$ cat config.mk
export PLATFORM = sky130hd
export DESIGN_NAME = vga_timing_gen
export DESIGN_NICKNAME = d
export VERILOG_FILES = /design/src/rtl/vga_timing_gen_pkg.sv /design/src/rtl/vga_timing_gen_counter.sv /design/src/rtl/vga_timing_gen.sv
export SDC_FILE = /design/constraint.sdc
export NUM_CORES = 1
export LEC_CHECK = 0
export BUFFER_PORTS_ARGS = -buffer_cell sky130_fd_sc_hd__buf_2
export CORE_MARGIN = 10
export CORE_UTILIZATION = 30
export CTS_CLUSTER_DIAMETER = 120
export DETAILED_ROUTE_END_ITERATION = 8
export PLACE_DENSITY_LB_ADDON = 0.08
export SLEW_MARGIN = 20
export SYNTH_ARGS = -nofsm -noshare
export SYNTH_HDL_FRONTEND = slang
export SYNTH_SLANG_ARGS = --single-unit
$ cat constraint.sdc
create_clock -name pclk -period 2.63 [get_ports pclk]
set_input_delay 0.526 -clock pclk [delete_from_list [all_inputs] [get_ports pclk]]
set_output_delay 0.526 -clock pclk [all_outputs]
set_load 0.005 [all_outputs]
$ cat src/rtl/vga_timing_gen_pkg.sv
// -----------------------------------------------------------------------------
// vga_timing_gen_pkg
//   Shared definitions for the VGA bus and its producers/consumers:
//     - counter and colour widths, total bus width (VGA_BUS_SIZE)
//     - default 1024x768@60 timing (65 MHz pixel clock), so overlay stages can
//       size themselves from the same H/V active constants
//     - vga_bus_t: packed view of the bus; first field is the MSB, giving
//       {hcount[10:0],hsync,hblnk,vcount[10:0],vsync,vblnk,rgb[11:0]}
//     - bar_colour(): colour of one of the 8 test-pattern bars
// -----------------------------------------------------------------------------
package vga_timing_gen_pkg;

  localparam int CNT_W        = 11;
  localparam int RGB_W        = 12;
  localparam int VGA_BUS_SIZE = 2 * CNT_W + 4 + RGB_W;  // 38 bits

  // Default 1024x768@60 timing.
  localparam int H_ACTIVE_DEF = 1024;
  localparam int H_FP_DEF     = 24;
  localparam int H_SYNC_DEF   = 136;
  localparam int H_BP_DEF     = 160;
  localparam int V_ACTIVE_DEF = 768;
  localparam int V_FP_DEF     = 3;
  localparam int V_SYNC_DEF   = 6;
  localparam int V_BP_DEF     = 29;

  typedef struct packed {
    logic [CNT_W-1:0] hcount;
    logic             hsync;
    logic             hblnk;
    logic [CNT_W-1:0] vcount;
    logic             vsync;
    logic             vblnk;
    logic [RGB_W-1:0] rgb;
  } vga_bus_t;

  // Bar i: bit 2 -> red, bit 1 -> green, bit 0 -> blue, each fully on or off.
  // Gives 000,00F,0F0,0FF,F00,F0F,FF0,FFF for i = 0..7.
  function automatic logic [RGB_W-1:0] bar_colour(input logic [2:0] idx);
    return {{4{idx[2]}}, {4{idx[1]}}, {4{idx[0]}}};
  endfunction

endpackage

$ cat src/rtl/vga_timing_gen_counter.sv
// -----------------------------------------------------------------------------
// vga_counter
//   Modulo-MODULUS up-counter with enable. Used for both the horizontal
//   (pixel) and vertical (line) positions of vga_timing_gen.
// Ports
//   clk        in   clock
//   rst_n      in   async reset, active-low; count returns to 0
//   en         in   advance by one (wrapping at MODULUS-1) when high
//   count      out  current count (registered)
//   count_next out  value count takes on the next edge (combinational)
//   wrap       out  count is at MODULUS-1, i.e. an enabled cycle will wrap
// -----------------------------------------------------------------------------
module vga_counter
  import vga_timing_gen_pkg::*;
#(
  parameter int MODULUS = 1344
) (
  input  logic             clk,
  input  logic             rst_n,
  input  logic             en,
  output logic [CNT_W-1:0] count,
  output logic [CNT_W-1:0] count_next,
  output logic             wrap
);

  localparam logic [CNT_W-1:0] COUNT_MAX = CNT_W'(MODULUS - 1);

  logic [CNT_W-1:0] count_q;
  logic [CNT_W-1:0] count_d;

  // NOTE: every signal assigned in always_comb gets a default first, so no
  // path leaves it unassigned and no latch is inferred.
  always_comb begin
    wrap    = (count_q == COUNT_MAX);
    count_d = count_q;
    if (en) begin
      count_d = wrap ? '0 : count_q + CNT_W'(1);
    end
  end

  // NOTE: sequential state uses non-blocking assignments only, so every flop
  // samples the pre-edge values regardless of statement order.
  always_ff @(posedge clk or negedge rst_n) begin
    if (!rst_n) begin
      count_q <= '0;
    end else begin
      count_q <= count_d;
    end
  end

  assign count      = count_q;
  assign count_next = count_d;

endmodule

$ cat src/rtl/vga_timing_gen.sv
// -----------------------------------------------------------------------------
// vga_timing_gen
//   Source end of the VGA bus. Generates pixel/line counters, sync and blank
//   strobes, an optional colour-bar test pattern, a start-of-frame pulse and a
//   frame counter. All outputs are registered; sync/blank/rgb are decoded from
//   the counters' next values so they line up with the hcount/vcount shown on
//   the same cycle.
// Ports
//   pclk      in   pixel clock
//   rst_n     in   async reset, active-low (clears bus, syncs go inactive)
//   en        in   advance timing; low freezes every output, sof included
//   vga_out   out  {hcount,hsync,hblnk,vcount,vsync,vblnk,rgb}
//   sof       out  one-cycle pulse when the counters wrap into (0,0)
//   frame_cnt out  completed frames, modulo 256
// Configuration
//   VGA_TEST_PATTERN_EN  when defined, rgb shows 8 vertical colour bars
//                        (index hcount[9:7]) and is black while blanked;
//                        otherwise rgb is always 12'h000.
// -----------------------------------------------------------------------------
module vga_timing_gen
  import vga_timing_gen_pkg::*;
#(
  parameter int   H_ACTIVE = H_ACTIVE_DEF,
  parameter int   H_FP     = H_FP_DEF,
  parameter int   H_SYNC   = H_SYNC_DEF,
  parameter int   H_BP     = H_BP_DEF,
  parameter int   V_ACTIVE = V_ACTIVE_DEF,
  parameter int   V_FP     = V_FP_DEF,
  parameter int   V_SYNC   = V_SYNC_DEF,
  parameter int   V_BP     = V_BP_DEF,
  parameter logic SYNC_POL = 1'b0
) (
  input  logic                    pclk,
  input  logic                    rst_n,
  input  logic                    en,
  output logic [VGA_BUS_SIZE-1:0] vga_out,
  output logic                    sof,
  output logic [7:0]              frame_cnt
);

  localparam int H_TOTAL = H_ACTIVE + H_FP + H_SYNC + H_BP;
  localparam int V_TOTAL = V_ACTIVE + V_FP + V_SYNC + V_BP;

  // Decode thresholds, sized to the counters to keep comparisons width-exact.
  localparam logic [CNT_W-1:0] H_BLANK_START = CNT_W'(H_ACTIVE);
  localparam logic [CNT_W-1:0] H_SYNC_START  = CNT_W'(H_ACTIVE + H_FP);
  localparam logic [CNT_W-1:0] H_SYNC_END    = CNT_W'(H_ACTIVE + H_FP + H_SYNC);
  localparam logic [CNT_W-1:0] V_BLANK_START = CNT_W'(V_ACTIVE);
  localparam logic [CNT_W-1:0] V_SYNC_START  = CNT_W'(V_ACTIVE + V_FP);
  localparam logic [CNT_W-1:0] V_SYNC_END    = CNT_W'(V_ACTIVE + V_FP + V_SYNC);

  if (H_TOTAL > 2048 || V_TOTAL > 2048 ||
      H_FP == 0 || H_SYNC == 0 || H_BP == 0 ||
      V_FP == 0 || V_SYNC == 0 || V_BP == 0) begin : g_bad_timing
    $error("vga_timing_gen: totals must be <= 2048 and porch/sync widths non-zero");
  end

  // ---------------------------------------------------------------------------
  // Counters: the line counter only steps on the last pixel of a line.
  // ---------------------------------------------------------------------------
  logic [CNT_W-1:0] h_cnt, h_next;
  logic [CNT_W-1:0] v_cnt, v_next;
  logic             h_wrap, v_wrap;
  logic             frame_wrap;

  vga_counter #(.MODULUS(H_TOTAL)) u_hcnt (
    .clk        (pclk),
    .rst_n      (rst_n),
    .en         (en),
    .count      (h_cnt),
    .count_next (h_next),
    .wrap       (h_wrap)
  );

  vga_counter #(.MODULUS(V_TOTAL)) u_vcnt (
    .clk        (pclk),
    .rst_n      (rst_n),
    .en         (en & h_wrap),
    .count      (v_cnt),
    .count_next (v_next),
    .wrap       (v_wrap)
  );

  // Last pixel of the last line: the next enabled edge starts a new frame.
  assign frame_wrap = h_wrap & v_wrap;

  // ---------------------------------------------------------------------------
  // Decode from next counts. With en low the next counts equal the current
  // ones, so these registers hold without any extra enable logic.
  // ---------------------------------------------------------------------------
  logic             hsync_q, hsync_d;
  logic             hblnk_q, hblnk_d;
  logic             vsync_q, vsync_d;
  logic             vblnk_q, vblnk_d;
  logic [RGB_W-1:0] rgb_q, rgb_d;
  logic             sof_q, sof_d;
  logic [7:0]       frame_cnt_q, frame_cnt_d;

  always_comb begin
    hblnk_d = (h_next >= H_BLANK_START);
    vblnk_d = (v_next >= V_BLANK_START);
    hsync_d = (h_next >= H_SYNC_START && h_next < H_SYNC_END) ? SYNC_POL : ~SYNC_POL;
    // v_next only moves on a line wrap, so vsync changes with hcount -> 0.
    vsync_d = (v_next >= V_SYNC_START && v_next < V_SYNC_END) ? SYNC_POL : ~SYNC_POL;

`ifdef VGA_TEST_PATTERN_EN
    rgb_d = (hblnk_d || vblnk_d) ? '0 : bar_colour(h_next[9:7]);
`else
    rgb_d = '0;
`endif

    // sof reflects the last enabled edge, so it holds (possibly high) while en is low.
    sof_d       = sof_q;
    frame_cnt_d = frame_cnt_q;
    if (en) begin
      sof_d = frame_wrap;
      if (frame_wrap) begin
        frame_cnt_d = frame_cnt_q + 8'd1;
      end
    end
  end

  // NOTE: only real state is reset here; syncs reset to their inactive level
  // so the bus idles cleanly while rst_n is low.
  always_ff @(posedge pclk or negedge rst_n) begin
    if (!rst_n) begin
      hsync_q     <= ~SYNC_POL;
      hblnk_q     <= 1'b0;
      vsync_q     <= ~SYNC_POL;
      vblnk_q     <= 1'b0;
      rgb_q       <= '0;
      sof_q       <= 1'b0;
      frame_cnt_q <= 8'd0;
    end else begin
      hsync_q     <= hsync_d;
      hblnk_q     <= hblnk_d;
      vsync_q     <= vsync_d;
      vblnk_q     <= vblnk_d;
      rgb_q       <= rgb_d;
      sof_q       <= sof_d;
      frame_cnt_q <= frame_cnt_d;
    end
  end

  vga_bus_t bus;

  always_comb begin
    bus.hcount = h_cnt;
    bus.hsync  = hsync_q;
    bus.hblnk  = hblnk_q;
    bus.vcount = v_cnt;
    bus.vsync  = vsync_q;
    bus.vblnk  = vblnk_q;
    bus.rgb    = rgb_q;
  end

  assign vga_out   = bus;
  assign sof       = sof_q;
  assign frame_cnt = frame_cnt_q;

endmodule

## Word level (Yosys, flattened, before mapping)

Cells that the tools add are included.

| storage, ports and cells | value |
|---|---|
| register bits | 35 |
| bits in latches | 0 |
| RAM bits | 0 |
| bits in read-only memories | 0 |
| input bits | 3 |
| output and inout port bits | 47 |
| word-level logic and storage cells | 30 |
| memories kept | 0 |

| cells by class | value |
|---|---|
| add/subtract/negate cells | 3 |
| $mul | 0 |
| div/mod/pow operators | 0 |
| magnitude comparators | 6 |
| equality and inequality tests | 2 |
| shift-type cells | 0 |
| muxes and demuxes | 6 |
| bitwise gates (word level) | 2 |
| reductions and logical operators | 3 |

Operator list:

| kind | number |
|---|---|
| two-way mux 11 bit | 4 |
| adder 11 x 1 -> 11 bit (second input constant) | 2 |
| greater-or-equal comparator 11 x 10 -> 1 bit (second input constant) | 2 |
| greater-or-equal comparator 11 bit (second input constant) | 2 |
| equality test 11 x 10 -> 1 bit (second input constant) | 1 |
| equality test 11 bit (second input constant) | 1 |
| less-than comparator 11 x 10 -> 1 bit (second input constant) | 1 |
| less-than comparator 11 bit (second input constant) | 1 |
| adder 8 x 1 -> 8 bit (second input constant) | 1 |
| AND 1 bit | 2 |
| logical AND 1 bit | 2 |
| two-way mux 1 bit | 2 |
| AND reduction 2 bit | 1 |

## Longest topological paths before layout

Gate-level depths: netlist of run 1.

| depth | value |
|---|---|
| depth in word-level cells | 6 |
| depth in mapped cells | 8 |

## By module

From an unflattened synthesis of run 1, not the netlist that was laid out.

| unflattened totals | value |
|---|---|
| cells, all modules | 184 |
| area, all modules | 1870.5 um2 |

By module, submodules not included:

| module | times used | cells each | area each (um2) | sequential area each (um2) |
|---|---|---|---|---|
| vga_timing_gen | 1 | 69 | 694.4 | 327.8 |
| vga_counter at u_vcnt | 1 | 60 | 614.3 | 275.3 |
| vga_counter at u_hcnt | 1 | 55 | 561.8 | 275.3 |

## Worst setup path before layout of run 1

No wires, ideal clock.

| timing path | value |
|---|---|
| path kind | input port to flip-flop |
| from | in en |
| to | reg vblnk_q |
| library setup time | 0.127 ns |
| data arrival time | 2.041 ns |
| data required time | 2.503 ns |
| setup slack | 0.462 ns |
| stages on the path | 8 |
| buffers on the path | 2 |
| path through | buf_2 -> and4_1 -> clkbuf_2 -> nand4_2 -> nor3_2 -> and3_1 -> xor2_1 -> or2_2 |

| between the ends | value |
|---|---|
| cells in the longest elaborated chain, start to end | 3 |

Ends and longest elaborated chain:

| element | line | text |
|---|---|---|
| start, declared | vga_timing_gen.sv:35 | `input logic en,` |
| AND 1 bit | vga_timing_gen.sv:78 | `.en (en & h_wrap),` |
| two-way mux 11 bit | vga_timing_gen_counter.sv:36 | `if (en) begin` |
| net u_vcnt.count_next[10] | vga_timing_gen_counter.sv:22 | `output logic [CNT_W-1:0] count_next,` |
| greater-or-equal comparator 11 x 10 -> 1 bit | vga_timing_gen.sv:101 | `vblnk_d = (v_next >= V_BLANK_START);` |
| net vblnk_d | vga_timing_gen.sv:94 | `logic vblnk_q, vblnk_d;` |
| end signal, assigned | vga_timing_gen.sv:138 | `vblnk_q <= vblnk_d;` |
| end, declared | vga_timing_gen.sv:94 |  |

The timed path passes the listed nets, and every way through them passes these cells.
A chain may end at the register's enable or synchronous reset.

## Worst setup path in the final report of run 1

| timing path | value |
|---|---|
| from | reg u_hcnt.count_q[7] (netlist: u_hcnt.count[7]) |
| to | reg vblnk_q |

| between the ends | value |
|---|---|
| cells in the longest elaborated chain, start to end | 4 |

Ends and longest elaborated chain:

| element | line | text |
|---|---|---|
| start, declared | vga_timing_gen_counter.sv:28 | `logic [CNT_W-1:0] count_q;` |
| start signal, assigned | vga_timing_gen_counter.sv:47 | `count_q <= count_d;` |
| equality test 11 bit | vga_timing_gen_counter.sv:34 | `wrap = (count_q == COUNT_MAX);` |
| AND 1 bit | vga_timing_gen.sv:78 |  |
| two-way mux 11 bit | vga_timing_gen_counter.sv:36 |  |
| net u_vcnt.count_next[10] | vga_timing_gen_counter.sv:22 |  |
| greater-or-equal comparator 11 x 10 -> 1 bit | vga_timing_gen.sv:101 |  |
| net vblnk_d | vga_timing_gen.sv:94 |  |

The timed path passes the listed nets, and every way through them passes these cells.

==> impl_metrics.json, run 1 <==
{
  "detail_route.vias_per_cell": 4.87,
  "crit_fanout": 9,
  "post-dp-hpwl_um": 3550,
  "synth.yosys.seq_area_share_pct": 42.9,
  "power.leakage_nw": 1.09,
  "crit_path_cell_trace": "nor4b_4 > nand4_2 > nor3_2 > and3_1 > xor2_1 > or2_2",
  "final_antenna_net_count": 0,
  "mostFrequentLayoutCells": "buf_2 (37), dfrtp_1 (32), nand2_1 (18), xnor2_1 (13), conb_1 (12)",
  "diodes": 0,
  "post_synth_instance_area_um2": 1990,
  "max_stage_delay_ps": 500,
  "max_cap_viol_count": 0,
  "die_width_um": 101,
  "port_buffers": 37,
  "area_growth_syn_to_layout_pct": 13.7,
  "worst_ir_drop_vdd_uv": 319,
  "global_route_overflow": 0,
  "finalCoreUtilization_pct": 35.4,
  "grt_pass1_wl_um": 7840,
  "clk_skew_ps": 6.08,
  "post_route_cells_drive_above_1_share_pct": 25.9,
  "worst_setup_path_start_kind": "register",
  "ys_async_sr_fraction_pct": 100,
  "synth_top_family_by_area": "simple AND/OR/NAND/NOR gates",
  "post_synthesis_mean_instance_area_um2": 9.69,
  "placedCellCount": 308,
  "yosys_register_bits": 34,
  "netlist_top_cells_area": "dfrtp_1 (40%), buf_4 (6.8%), xnor2_1 (5.7%)",
  "worst_case_clock_buffer_depth": 2,
  "critical_path_buf_inv_count": 0,
  "arrival_worst_endpoint_ps": 2460,
  "via_count_of_the_first_global_routing_pass": 1604,
  "drt-total-wl_um": 4700,
  "starting_density_of_the_core_pct": 31.1,
  "setup_repair_after_global_routing_missed_its_margin": "no",
  "final_hold_viol_count": 0,
  "layout.cells.most_common": "buf_2",
  "tritoncts": "yes",
  "power_per_cell_area_nw_per_um2": 586,
  "num_io_pins": 50,
  "yosys.area_share.xor_xnor_pct": 7.93,
  "antenna_found_initial": 0,
  "critical_path_required_ps": 2800,
  "clock_tree.root_cell": "clkbuf_8",
  "floorplan.die.height_um": 101,
  "final-max-slew-violation-count": 0,
  "setup_viol_count_final": 0,
  "critPathSlowestCell": "dfrtp_1",
  "die_footprint_um2": 10300,
  "status": "finished clean",
  "synthCells": 205,
  "clkSlewWorstSetupHoldPaths_ps": 70,
  "post_synth_and_or_nand_nor_area_fraction_pct": 23.7,
  "post_cts_hold_buffer_count": 0,
  "hold_path_class": "input pin to async pin",
  "synth_compound_area_share_pct": 9.63,
  "post_layout_nonfiller_instances": 316,
  "post_cts.resized_instances": 0,
  "synth_fa_ha_area_share_pct": 2.52,
  "gp_congestion": 0.725,
  "max-slew-margin-rel_pct": 47.6,
  "fmax_mhz": 436,
  "final.setup.tns_ps": 0,
  "synthesis.yosys.warnings": 0,
  "drt-wirelength-per-cell_um": 14.9,
  "cts_inserted_buffers": 5,
  "yosys_most_used_dff": "dfrtp_1",
  "synth.top_cell.area_share_pct": 40.3,
  "max_slew.worst_pin.slew_ps": 787,
  "grt_util_all_layers_pct": 9.34,
  "num_vias": 1540,
  "drcViolationCount": 0,
  "cts.sink_count": 34,
  "drtPass1Iterations": 4,
  "post-synth-top-area-cell": "dfrtp_1",
  "cts.repair_timing.setup_buffer_count": 0,
  "nets": 245,
  "yosys-mux-area-fraction_pct": 2.33,
  "fp.coreArea_um2": 6390,
  "synth_edf_count": 0,
  "critical_path_s_top_delay_family": "simple AND/OR/NAND/NOR gates",
  "post-route-min-period_ps": 2290,
  "synth.distinct_cells": 49,
  "clock_insertion_delay_worst_skew_ps": 280,
  "detailedRoute.firstIterationViolations": 55,
  "finalCritPeriodShare_pct": 87.2,
  "ctsHtreeMaxLevel": 2,
  "timing.critical_path.to_type": "register",
  "layout.cell_area.non_filler_um2": 2260,
  "grt_start_max_net_pins": 35,
  "dpl-instance-area_um2": 2160,
  "critPathKind": "register to register",
  "core.rowCount": 29
}
-- power by group --
| part | switching, W | internal (W) |
|---|---|---|
| sequential | 0.0000805 | 0.000571 |
| combinational | 0.000152 | 0.000116 |
| clock | 0.000194 | 0.000210 |
-- cell families (layout without fill, tap and decap cells) --
kind of cell	count (synthesis)	count (layout)
adders and majority gates	4	4
other	1	12
and+or+nand+nor	78	78
DFF	34	34
muxes	4	4
AOI/OAI and AO/OA	30	30
buffers and inverters	36	59
xor gates and xnor gates	18	18
-- final timing paths --
check / start / endpoint / slack [ps] / cells past startpoint
min in group pclk: frame_cnt[7] / frame_cnt[7] / 470 / 1
worst min register to register: frame_cnt[7] / frame_cnt[7] / 470 / 1
worst max-delay path: u_hcnt.count[7] / vblnk_q / 340 / 6
worst min-delay path: rst_n / frame_cnt[0] / 320 / 1
worst max register to register: u_hcnt.count[7] / vblnk_q / 340 / 6
max in group asynchronous: rst_n / u_hcnt.count[3] / 1810 / 1
-- cells in the mapped netlist (5+ instances only) --
library cell and number:
nand2_1 18, nor2_1 10, a21oi_1 9, inv_1 10, buf_4 18, nand4_1 10
dfrtp_1 32, xor2_1 5, nand3_1 9, o21ai_0 5, xnor2_1 13
-- flip-flops by register name, summed over array words and instances, names as in the netlist --
register	cells
frame_cnt	8
hblnk_q	1
hsync_q	1
sof	1
u_hcnt.count	10
u_vcnt.count	11
vblnk_q	1
vsync_q	1
-- worst register-to-register path: stages (launching register included) --
cell and delay [ps]:
dfrtp_1 500, nor4b_4 440, nand4_2 320, nor3_2 340, and3_1 200, xor2_1 80, or2_2 290
-- routing by layer --
layer  share of wire (%)  track usage, %  vias up  wire length, um
li1                    -               -      771                -
met1                  49            12.5      729             2320
met2                  43            13.4       36             2010
met3                 7.1            3.54        4              334
met4                0.89            3.22        0               42
met5                   0               0        -                0
-- through the flow --
step / setup WS [ps] / power (W) / hold WS (ps)
after global placement: 322 / 0.000938 / 452
final: 338 / 0.00132 / 321
after global routing: 186 / 0.00143 / 379
after floorplan: 462 / 0.000840 / 230
after detailed placement: 324 / 0.000935 / 457
after CTS: 311 / 0.00136 / 346
-- cell type report --
type	count	area, um^2
fillers	704	4130
multi-input cells	146	961
flip-flops and latches	34	853
repair buffers	41	215
well taps	77	96.3
clock buffers	6	82.6
inverters	10	37.5
clock inverters	2	12.5
(Power assumes the default switching activity.)
==> run 2: changes to the inputs <==
ABC_AREA = 1   (was not set)
==> run 2 against run 1 <==
Combinational power down 4%. Critical endpoint is now vsync_q. Highest routed layer unchanged. Clock skew up 1.2 ps. Sequential power increased by 0.6%.
==> impl_metrics.json, run 2 <==
{
  "ctsHtreeMaxLevel": 2,
  "drt-total-wl_um": 5210,
  "cts_inserted_buffers": 5,
  "final.setup.tns_ps": 0,
  "max_stage_delay_ps": 440,
  "post_layout_nonfiller_instances": 414,
  "gp_congestion": 0.783,
  "synth.distinct_cells": 29,
  "drt-wirelength-per-cell_um": 12.6,
  "max_slew.worst_pin.slew_ps": 765,
  "post-synth-top-count-cell": "nand2_1",
  "timing.critical_path.to_type": "register",
  "final-max-slew-violation-count": 0,
  "starting_density_of_the_core_pct": 30.9,
  "worstSetupPathDepth": 12,
  "cts.repair_timing.setup_buffer_count": 0,
  "hold_path_class": "input pin to async pin",
  "post_route_cells_drive_above_1_share_pct": 18.2,
  "status": "finished clean",
  "diodes": 0,
  "power_per_cell_area_nw_per_um2": 551,
  "setup_repair_after_global_routing_missed_its_margin": "no",
  "cts.sink_count": 34,
  "synth_edf_count": 0,
  "post-route-min-period_ps": 2070,
  "via_count_of_the_first_global_routing_pass": 1726,
  "post_synth_and_or_nand_nor_area_fraction_pct": 34.8,
  "yosys_most_used_dff": "dfrtp_1",
  "synth_compound_area_share_pct": 3.57,
  "synthesis.yosys.warnings": 0,
  "post_synth_instance_area_um2": 2100,
  "mostFrequentLayoutCells": "nand2_1 (84), inv_1 (38), buf_2 (37), nor2_1 (35), dfrtp_1 (32)",
  "clkSlewWorstSetupHoldPaths_ps": 70,
  "grt_pass1_wl_um": 8710,
  "worst_setup_path_start_kind": "register",
  "synth.yosys.seq_area_share_pct": 40.6,
  "num_vias": 1753,
  "worst_ir_drop_vdd_uv": 263,
  "die_width_um": 104,
  "synthCells": 281,
  "grt_start_max_net_pins": 35,
  "synth.top_cell.area_share_pct": 38.1,
  "arrival_worst_endpoint_ps": 2280,
  "post_cts.resized_instances": 0,
  "antenna_found_initial": 0,
  "final_hold_viol_count": 0,
  "port_buffers": 37,
  "setup.worst_path.end": "vsync_q",
  "layout.cells.most_common": "nand2_1",
  "finalCritPeriodShare_pct": 78.6,
  "crit_fanout": 16,
  "critPathKind": "register to register",
  "area_growth_syn_to_layout_pct": 13.6,
  "crit-reg2reg-launch": "u_hcnt.count[0]",
  "yosys.area_share.xor_xnor_pct": 4.17,
  "dpl-instance-area_um2": 2300,
  "synth_fa_ha_area_share_pct": 2.38,
  "detailedRoute.firstIterationViolations": 78,
  "synth_commonest_cells": "nand2_1 (84), inv_1 (38), nor2_1 (35)",
  "critical_path_buf_inv_count": 0,
  "yosys_register_bits": 34,
  "post-synth-top-area-cell": "dfrtp_1",
  "totalPowerFinal_w": 0.00132,
  "die_footprint_um2": 10700,
  "worst-r2r-cell-count": 12,
  "post-dp-hpwl_um": 3990,
  "placedCellCount": 406,
  "post_synthesis_mean_instance_area_um2": 7.48,
  "critical_path_s_most_frequent_cell": "nand2_1",
  "final_antenna_net_count": 0,
  "drtPass1Iterations": 4,
  "cp-startpoint": "u_hcnt.count[0]",
  "clock_tree.root_cell": "clkbuf_8",
  "grt_util_all_layers_pct": 9.76,
  "fp.coreArea_um2": 6790,
  "critical_path_required_ps": 2840,
  "clock_insertion_delay_worst_skew_ps": 290,
  "tritoncts": "yes",
  "layout.cell_area.non_filler_um2": 2390,
  "nets": 324,
  "ys_async_sr_fraction_pct": 100,
  "floorplan.die.height_um": 104,
  "core.rowCount": 30,
  "final.hold.worst_slack_ps": 302,
  "power.leakage_nw": 1.37,
  "post_cts_hold_buffer_count": 0,
  "largest_reg_flops": 11,
  "clk_skew_ps": 7.24,
  "detail_route.vias_per_cell": 4.23,
  "global_route_overflow": 0,
  "num_io_pins": 50,
  "fmax_mhz": 484,
  "netlist_top_cells_area": "dfrtp_1 (38%), nand2_1 (15%), inv_1 (6.8%)",
  "setup.reg_to_reg.worst_slack_ps": 560,
  "setup_viol_count_final": 0,
  "max-slew-margin-rel_pct": 49.0,
  "worst_case_clock_buffer_depth": 2,
  "drcViolationCount": 0,
  "max_cap_viol_count": 0,
  "crit_path_cell_trace": "ha_1 > nand2_1 > nor2_1 > nand2_1 > nor2_4 > nand2_1 > nand2_1 > nand2_1 > nor2_1 > nand2_1 > nor2_1 > nand2_1",
  "endpoint_of_the_worst_register_to_register_path": "vsync_q",
  "critical_path_s_top_delay_family": "simple AND/OR/NAND/NOR gates",
  "synth_top_family_by_area": "simple AND/OR/NAND/NOR gates",
  "yosys-mux-area-fraction_pct": 0,
  "critPathSlowestCell": "dfrtp_1"
}
## run 2: changes by cell type after synthesis, moves of 4 or more
cell,delta
nor2_1,+25
a21oi_1,-5
inv_1,+28
xnor2_1,-10
a31oi_1,-4
nand3_1,+12
and3_1,-4
nand2_1,+66
nand4_1,-5
nor4_1,-4
clkbuf_1,-4
## run 2: layer usage
metal	track usage (%)	vias up	wire [um]
met5	0	-	0
met4	3.58	0	76
met3	3.41	8	382
met2	14.1	49	2260
met1	13.0	783	2490
li1	-	913	-
## run 2: per-stage QoR
step                util [%]  setup WS, ps
finish                  35.1           562
global route            35.1           276
CTS                     35.1           534
detailed placement      33.8           508
global placement        33.8           508
floorplan                  -           989
## run 2: cells by family after synthesis
logic type | Yosys count
xor gates and xnor gates | 10
and+or+nand+nor | 160
buffers and inverters | 59
other | 1
adders and majority gates | 4
AOI/OAI and AO/OA | 13
DFF | 34
## run 2: worst min path at each step
stage                 startpoint         endpoint  slack, ps  cells past startpoint
detailed placement  frame_cnt[7]     frame_cnt[7]        460                      1
CTS                        rst_n     frame_cnt[0]        350                      1
global route               rst_n  u_vcnt.count[5]        380                      1
global placement    frame_cnt[7]     frame_cnt[7]        460                      1
finish                     rst_n  u_vcnt.count[5]        300                      1
floorplan                  rst_n     frame_cnt[0]        230                      0
## run 2: power by group
group	total, W	internal, W	switching [W]
combinational	0.000257	0.000104	0.000153
sequential	0.000655	0.000581	0.0000738
clock	0.000404	0.000214	0.000190
## run 2: final cells by class
cell class / instances / area (um^2)
clock buffers: 8 / 90.1
inverters: 40 / 150
well taps: 96 / 120
fillers: 738 / 4410
flip-flops and latches: 34 / 853
repair buffers: 37 / 185
multi-input cells: 199 / 988
